$ cat config.mk
export PLATFORM = sky130hd
export DESIGN_NAME = mux_4x1_rr
export DESIGN_NICKNAME = d
export VERILOG_FILES = /design/src/rtl/mux_4x1_rr_pkg.sv /design/src/rtl/rr_arbiter_4.sv /design/src/rtl/mux_4x1_rr.sv
export SDC_FILE = /design/constraint.sdc
export NUM_CORES = 1
export LEC_CHECK = 0
export CAP_MARGIN = 10
export CORE_MARGIN = 5
export CORE_UTILIZATION = 35
export CTS_CLUSTER_SIZE = 25
export DETAILED_ROUTE_END_ITERATION = 7
export MAX_ROUTING_LAYER = met4
export PLACE_DENSITY = 0.71
export SLEW_MARGIN = 30
export SYNTH_ARGS = -nofsm -noshare
export SYNTH_HDL_FRONTEND = slang
export SYNTH_SLANG_ARGS = --single-unit
export TNS_END_PERCENT = 20
$ cat constraint.sdc
create_clock -name Clk -period 2.6 [get_ports Clk]
set_clock_uncertainty 0.05 [all_clocks]
set_input_delay 0.65 -clock Clk [delete_from_list [all_inputs] [get_ports Clk]]
set_output_delay 0.65 -clock Clk [all_outputs]
set_load 0.03 [all_outputs]
$ cat src/rtl/mux_4x1_rr_pkg.sv
// mux_4x1_rr_pkg: shared FSM states and channel index encodings for the collector and its demux tree.
//   ST_EMPTY/ST_FULL : output register state
//   CH1..CH4         : 2-bit channel index, 00 -> channel 1 ... 11 -> channel 4
package mux_4x1_rr_pkg;
    typedef enum logic {ST_EMPTY = 1'b0, ST_FULL = 1'b1} state_e;
    localparam logic [1:0] CH1 = 2'b00;
    localparam logic [1:0] CH2 = 2'b01;
    localparam logic [1:0] CH3 = 2'b10;
    localparam logic [1:0] CH4 = 2'b11;
endpackage

$ cat src/rtl/rr_arbiter_4.sv
// rr_arbiter_4: combinational 4-way round-robin arbiter.
//   Req[3:0]      : per-channel requests (bit 0 = channel 1)
//   Last[1:0]     : index of the most recently granted channel
//   Grant[3:0]    : one-hot grant, zero when nothing requests
//   GrantIdx[1:0] : index of the granted channel
//   Any           : at least one request present
module rr_arbiter_4 (
    input  logic [3:0] Req,
    input  logic [1:0] Last,
    output logic [3:0] Grant,
    output logic [1:0] GrantIdx,
    output logic       Any
);
    assign Any = |Req;
    // Scan from furthest to nearest so the first requester after Last wins;
    // offset 4 wraps to Last itself, reached only when it is the sole requester.
    always_comb begin
        GrantIdx = Last;
        for (int k = 4; k >= 1; k--)
            if (Req[Last + 2'(k)]) GrantIdx = Last + 2'(k);
        Grant = Any ? 4'b0001 << GrantIdx : 4'b0000;
    end
endmodule

$ cat src/rtl/mux_4x1_rr.sv
// mux_4x1_rr: four-channel round-robin collector with a registered valid/ready output stage.
//   Clk, Reset         : clock, synchronous active-high reset
//   Req[3:0]           : per-channel requests (bit 0 = channel 1)
//   Data1..Data4[W-1:0]: channel payloads
//   Ack[3:0]           : combinational one-hot grant, high in the capture cycle
//   Out[W-1:0]         : registered selected payload
//   OutValid, OutReady : output handshake
//   Sel[1:0]           : registered channel index of Out
module mux_4x1_rr
    import mux_4x1_rr_pkg::*;
#(
    parameter int W = 8
) (
    input  logic         Clk,
    input  logic         Reset,
    input  logic [3:0]   Req,
    input  logic [W-1:0] Data1,
    input  logic [W-1:0] Data2,
    input  logic [W-1:0] Data3,
    input  logic [W-1:0] Data4,
    output logic [3:0]   Ack,
    output logic [W-1:0] Out,
    output logic         OutValid,
    input  logic         OutReady,
    output logic [1:0]   Sel
);
    state_e         state_q, state_d;
    logic [1:0]     last_q, last_d, sel_q, sel_d, idx;
    logic [W-1:0]   out_q, out_d, data_sel;
    logic [3:0]     grant;
    logic           any, load;

    rr_arbiter_4 u_arb (
        .Req      (Req),
        .Last     (last_q),
        .Grant    (grant),
        .GrantIdx (idx),
        .Any      (any)
    );

    assign data_sel = idx == CH1 ? Data1 : idx == CH2 ? Data2 : idx == CH3 ? Data3 : Data4;
    // OutReady only matters when FULL, so accept and reload share one edge.
    assign load     = state_q == ST_EMPTY || OutReady;

    always_comb begin
        state_d = state_q;
        last_d  = last_q;
        sel_d   = sel_q;
        out_d   = out_q;
        Ack     = 4'b0000;
        if (load && !Reset) begin
            Ack     = grant;
            state_d = any ? ST_FULL : ST_EMPTY;
            last_d  = any ? idx : last_q;
            sel_d   = any ? idx : sel_q;
            out_d   = any ? data_sel : out_q;
        end
    end

    always_ff @(posedge Clk) begin
        if (Reset) begin
            state_q <= ST_EMPTY;
            last_q  <= CH4;
            sel_q   <= CH1;
            out_q   <= '0;
        end else begin
            state_q <= state_d;
            last_q  <= last_d;
            sel_q   <= sel_d;
            out_q   <= out_d;
        end
    end

    assign Out      = out_q;
    assign Sel      = sel_q;
    assign OutValid = state_q == ST_FULL;
endmodule

---- Yosys cells after proc, flatten, opt, wreduce, memory -nomap -nowiden ----
Cells that the tools add are included.
word-level totals
  input bits .............................. 39
  output and inout port bits .............. 15
  flip-flop bits (word level) ............. 13
operators by class
  eq/ne operators ......................... 2
  add/subtract/negate cells ............... 3
  shifts and indexed selects .............. 1
  order comparisons ....................... 3
  reductions and logical operators ........ 6
  bitwise logic cells ..................... 1
  muxes and demuxes ....................... 15
operators with widths
  cell                   number
  $mux W8                3
  $lt A2 B3 Y1 const B   3
  $mux W4                2
  $bmux W1 S2            3
  $mux W2                3
  $add A2 B2 Y2 const B  2
  $mux W1                4
  $reduce_or A4 Y1       1
  $shl A1 B2 Y4 const A  1
  $add A2 B1 Y2 const B  1
  $eq A2 B1 Y1 const B   1
  $eq A2 B2 Y1 const B   1
  $logic_not A2 Y1       1
  $reduce_and A2 Y1      1
  $logic_and A1 B1 Y1    1
  $logic_not A1 Y1       1
  $logic_or A1 B1 Y1     1
  $not A1 Y1             1

---- Longest topological paths before layout ----
Gate-level depths: netlist of run 1.
  word-level depth ........................ 10
  mapped depth ............................ 7

---- Cells and area by module ----
From an unflattened synthesis of run 1, not the netlist that was laid out.
unflattened totals
  cells, all modules ...................... 102
  area, all modules ....................... 928.4 um^2
modules (own cells, without submodules)
  module        sequential area each (um^2)  area an instance (um^2)  instances  cells an instance
  mux_4x1_rr    260.2                        724.4                    1          72
  rr_arbiter_4  0.0                          203.9                    1          30

---- Least setup slack after synthesis of run 1 ----
OpenSTA, ideal clock, no wires.
  path type ............................... in2out
  start ................................... in OutReady
  end ..................................... out Ack[1]
  stages .................................. 5
  arrival time ............................ 2.210 ns
  data required time ...................... 1.900 ns
  slack ................................... -0.310 ns
  path through ............................ nand2b_1 -> or3b_2 -> buf_2 -> buf_2 -> nor3_1
between the ends
  longest elaborated chain between the ends .. 3
ends and longest elaborated chain
  element              line              RTL
  start, declared      mux_4x1_rr.sv:24  input logic OutReady,
  $logic_or A1 B1 Y1   mux_4x1_rr.sv:43  assign load = state_q == ST_EMPTY || OutReady;
  $logic_and A1 B1 Y1  mux_4x1_rr.sv:51  if (load && !Reset) begin
  $mux W4              mux_4x1_rr.sv:51
  end, declared        mux_4x1_rr.sv:21  output logic [3:0] Ack,
Every way passes these cells.

---- Worst setup path after layout of run 1 ----
  start ................................... in Req[1]
  end ..................................... out Ack[2]
between the ends
  longest elaborated chain between the ends .. 8
  elaborated cells between the ends (all ways) .. 13
  classes of those cells .................. 1 x shift; 11 x mux; 1 x reduce/logical
ends and longest elaborated chain
  element                        line                RTL
  start, declared                mux_4x1_rr.sv:16    input logic [3:0] Req,
  $bmux W1 S2                    rr_arbiter_4.sv:20  if (Req[Last + 2'(k)]) GrantIdx = Last + 2'(k);
  $mux W1 (not written as such)  rr_arbiter_4.sv:20
  $mux W2 (3 in series)          rr_arbiter_4.sv:20
  $shl A1 B2 Y4                  rr_arbiter_4.sv:21  Grant = Any ? 4'b0001 << GrantIdx : 4'b0000;
  $mux W4 *                      rr_arbiter_4.sv:21
  $mux W4 *                      mux_4x1_rr.sv:51
Every way passes the cells marked *; elsewhere a longest branch is shown, timed or not. The select of a mux whose other input is x is not followed.

==> flow_summary.json, run 1 <==
{
  "ys.flop_type": "dfxtp_1",
  "clock_path_buffers": 2,
  "maxCapViolCount": 0,
  "timing.slew.headroom_pct": 72.80,
  "die_w_um": 64.21,
  "num_antenna_cells": 0,
  "ys_types": 28,
  "yosysWarnings": 0,
  "min_path_type": "reg2reg",
  "fin_crit_ns": 2.573,
  "vias_per_cell": 5.290,
  "gp_congestion": 0.8215,
  "nets": 219,
  "clkSinkCount": 13,
  "drt-wirelength-per-cell_um": 15.50,
  "power_density_nw_per_um2": 537.7,
  "area_growth_syn_to_layout_pct": 75.06,
  "antenna_found_initial": 0,
  "routed_wl_mm": 3.255,
  "ant_nets": 0,
  "synth_cells": 105,
  "instances_no_fill": 210,
  "hold_viol_final": 0,
  "cts_tree": "built",
  "synth_nets": 144,
  "wl_met1_mm": 1.383,
  "grt_pass1_wl_mm": 5.354,
  "leakage_nw": 0.7028,
  "async_flop_share_pct": 0,
  "vias": 1111,
  "synth_edf_count": 0,
  "drcViolationCount": 0,
  "fin_crit_sh_pct": 98.98,
  "route.met3.wl_um": 172,
  "endpoint_kind": "primary output",
  "synth_top_cell_by_area": "dfxtp_1",
  "drt_iter0_drc": 34,
  "grt_usage_pct": 16.30,
  "grt_max_degree": 18,
  "core_area_um2": 2781,
  "grt_pass1_vias": 1181,
  "cts_buffers": 3,
  "ys_top_cells_by_area": "dfxtp_1, o21a_1, a211oi_2",
  "cp.required_ns": 1.90,
  "root_buffer": "clkbuf_4",
  "avgSynthCellArea_um2": 9.795,
  "setup_violations": 0,
  "row_count": 19,
  "clock_latency_ns": 0.29,
  "first_pass_iters": 4,
  "place_hpwl_mm": 2.479,
  "outcome": "completed",
  "crit_path_start_kind": "input pin",
  "hold_ws_ns": 0.4570,
  "drive_gt1_share_pct": 38.55,
  "io_pins": 54,
  "start_util_pct": 36.98,
  "synthTopCellsByCount": "o21a_1, dfxtp_1",
  "io_buffers": 53,
  "ys_seq_area_share_pct": 25.30,
  "critPathMaxFanout": 4,
  "htree_num_levels": 1,
  "path_clk_slew_ns": 0.10,
  "top_layer_used": "met4",
  "path_class": "in2out",
  "synth_top_cell_area_share_pct": 25.30,
  "tightest_slew_ns": 0.4055,
  "synth.most_common_cell": "o21a_1",
  "wl_met2_mm": 1.641,
  "dieArea_um2": 4123,
  "synth.ff_latch_count": 13,
  "dp.cells": 201,
  "globalRouteOverflowTotal": 0,
  "drv_slew": 0,
  "fmax_mhz": 388.6,
  "ir_worst_vdd_uv": 373.1,
  "die_height_um": 64.21,
  "syn_area_um2": 1028,
  "cp_data_arrival_time_ns": 1.87
}
-- timing repair --
item,in CTS,in global routing
hold buffers,0,0
gates resized for setup,21,11
cloned,0,0
buffers inserted,4,2
pin swaps,9,5
endpoints found under the setup margin,4,4
-- metrics by stage --
step                  TNS [ns]  util (%)  setup WS, ns  area, µm²  power, mW
floorplan              -0.2897         -      -0.08438       1039     0.5898
global placement        -1.354     60.50       -0.3560       1683     0.7857
detailed placement      -1.585     60.50       -0.3618       1683     0.7935
CTS                          0     63.02      0.009602       1753     0.9510
global route        -0.0006328     64.73    -0.0006328       1800      1.024
finish                       0     64.73       0.02650       1800     0.9681
-- metal layers --
layer | GRT usage [%] | vias up
met5 | - | -
met4 | 6.107 | 0
met1 | 20.17 | 509
li1 | - | 554
met2 | 27.64 | 44
met3 | 1.051 | 4
-- final cells by class --
class	instances	area, µm²
Timing Repair Buffer	80	725.7
Sequential cell	13	261.5
Multi-Input combinational cell	81	744.5
Fill cell	223	980.9
Tap cell	31	38.79
Inverter	1	3.754
Clock buffer	4	26.28
-- logic make-up (layout without fill, tap and decap cells) --
kind of cell | count (synthesis) | after routing | share of synthesized area, %
buffers and inverters | 11 | 85 | 8.149
AOI/OAI and AO/OA | 48 | 48 | 44.41
muxes | 1 | 1 | 0.9733
DFF | 13 | 13 | 25.30
and+or+nand+nor | 32 | 32 | 21.17
-- worst max-delay path, stage by stage --
cell and delay (ns):
buf_4 0.14, nor2b_4 0.13, o21ba_4 0.22, a221o_1 0.36, nor3_4 0.22, buf_6 0.16
-- registers in the layout, indices dropped and copies added, names as in the netlist --
| name | cells |
|---|---|
| Out | 8 |
| last_q | 2 |
| Sel | 2 |
| OutValid | 1 |
-- power breakdown --
group          leakage (nW)  internal [mW]  total [mW]  switching, mW
clock                0.0150         0.0597       0.140         0.0801
sequential            0.108          0.235       0.267         0.0317
combinational         0.580          0.287       0.561          0.275
-- path summary, 6_finish.rpt --
| check | endpoint | slack [ns] | cells past startpoint | startpoint |
|---|---|---|---|---|
| min | Out[7] | 0.46 | 2 | Out[7] |
| max reg2reg | Out[4] | 0.70 | 8 | last_q[0] |
| min reg2reg | Out[7] | 0.46 | 2 | Out[7] |
| max | Ack[2] | 0.03 | 6 | Req[1] |
-- cells in the final DEF, fill, tap and decap left out, types with 2 or more instances in the layout --
cell type,n
a21oi_1,3
a211oi_2,8
nand3b_1,8
buf_4,30
dfxtp_1,12
nor3_4,2
o21a_1,17
nor2b_1,2
buf_6,3
nor2_4,3
o31ai_2,8
nor2b_4,2
clkdlybuf4s50_1,43
nor3_1,4
nor3_2,3
nor2_1,4
clkbuf_4,3
a211oi_1,8
Note: power is estimated with default switching activity, not from simulation.
==> run 2, diff against run 1 <==
CAP_MARGIN = 0   (was 10)
==> results of run 2 <==
Same layout as run 1: the final DEF is identical, and so are final timing and power.
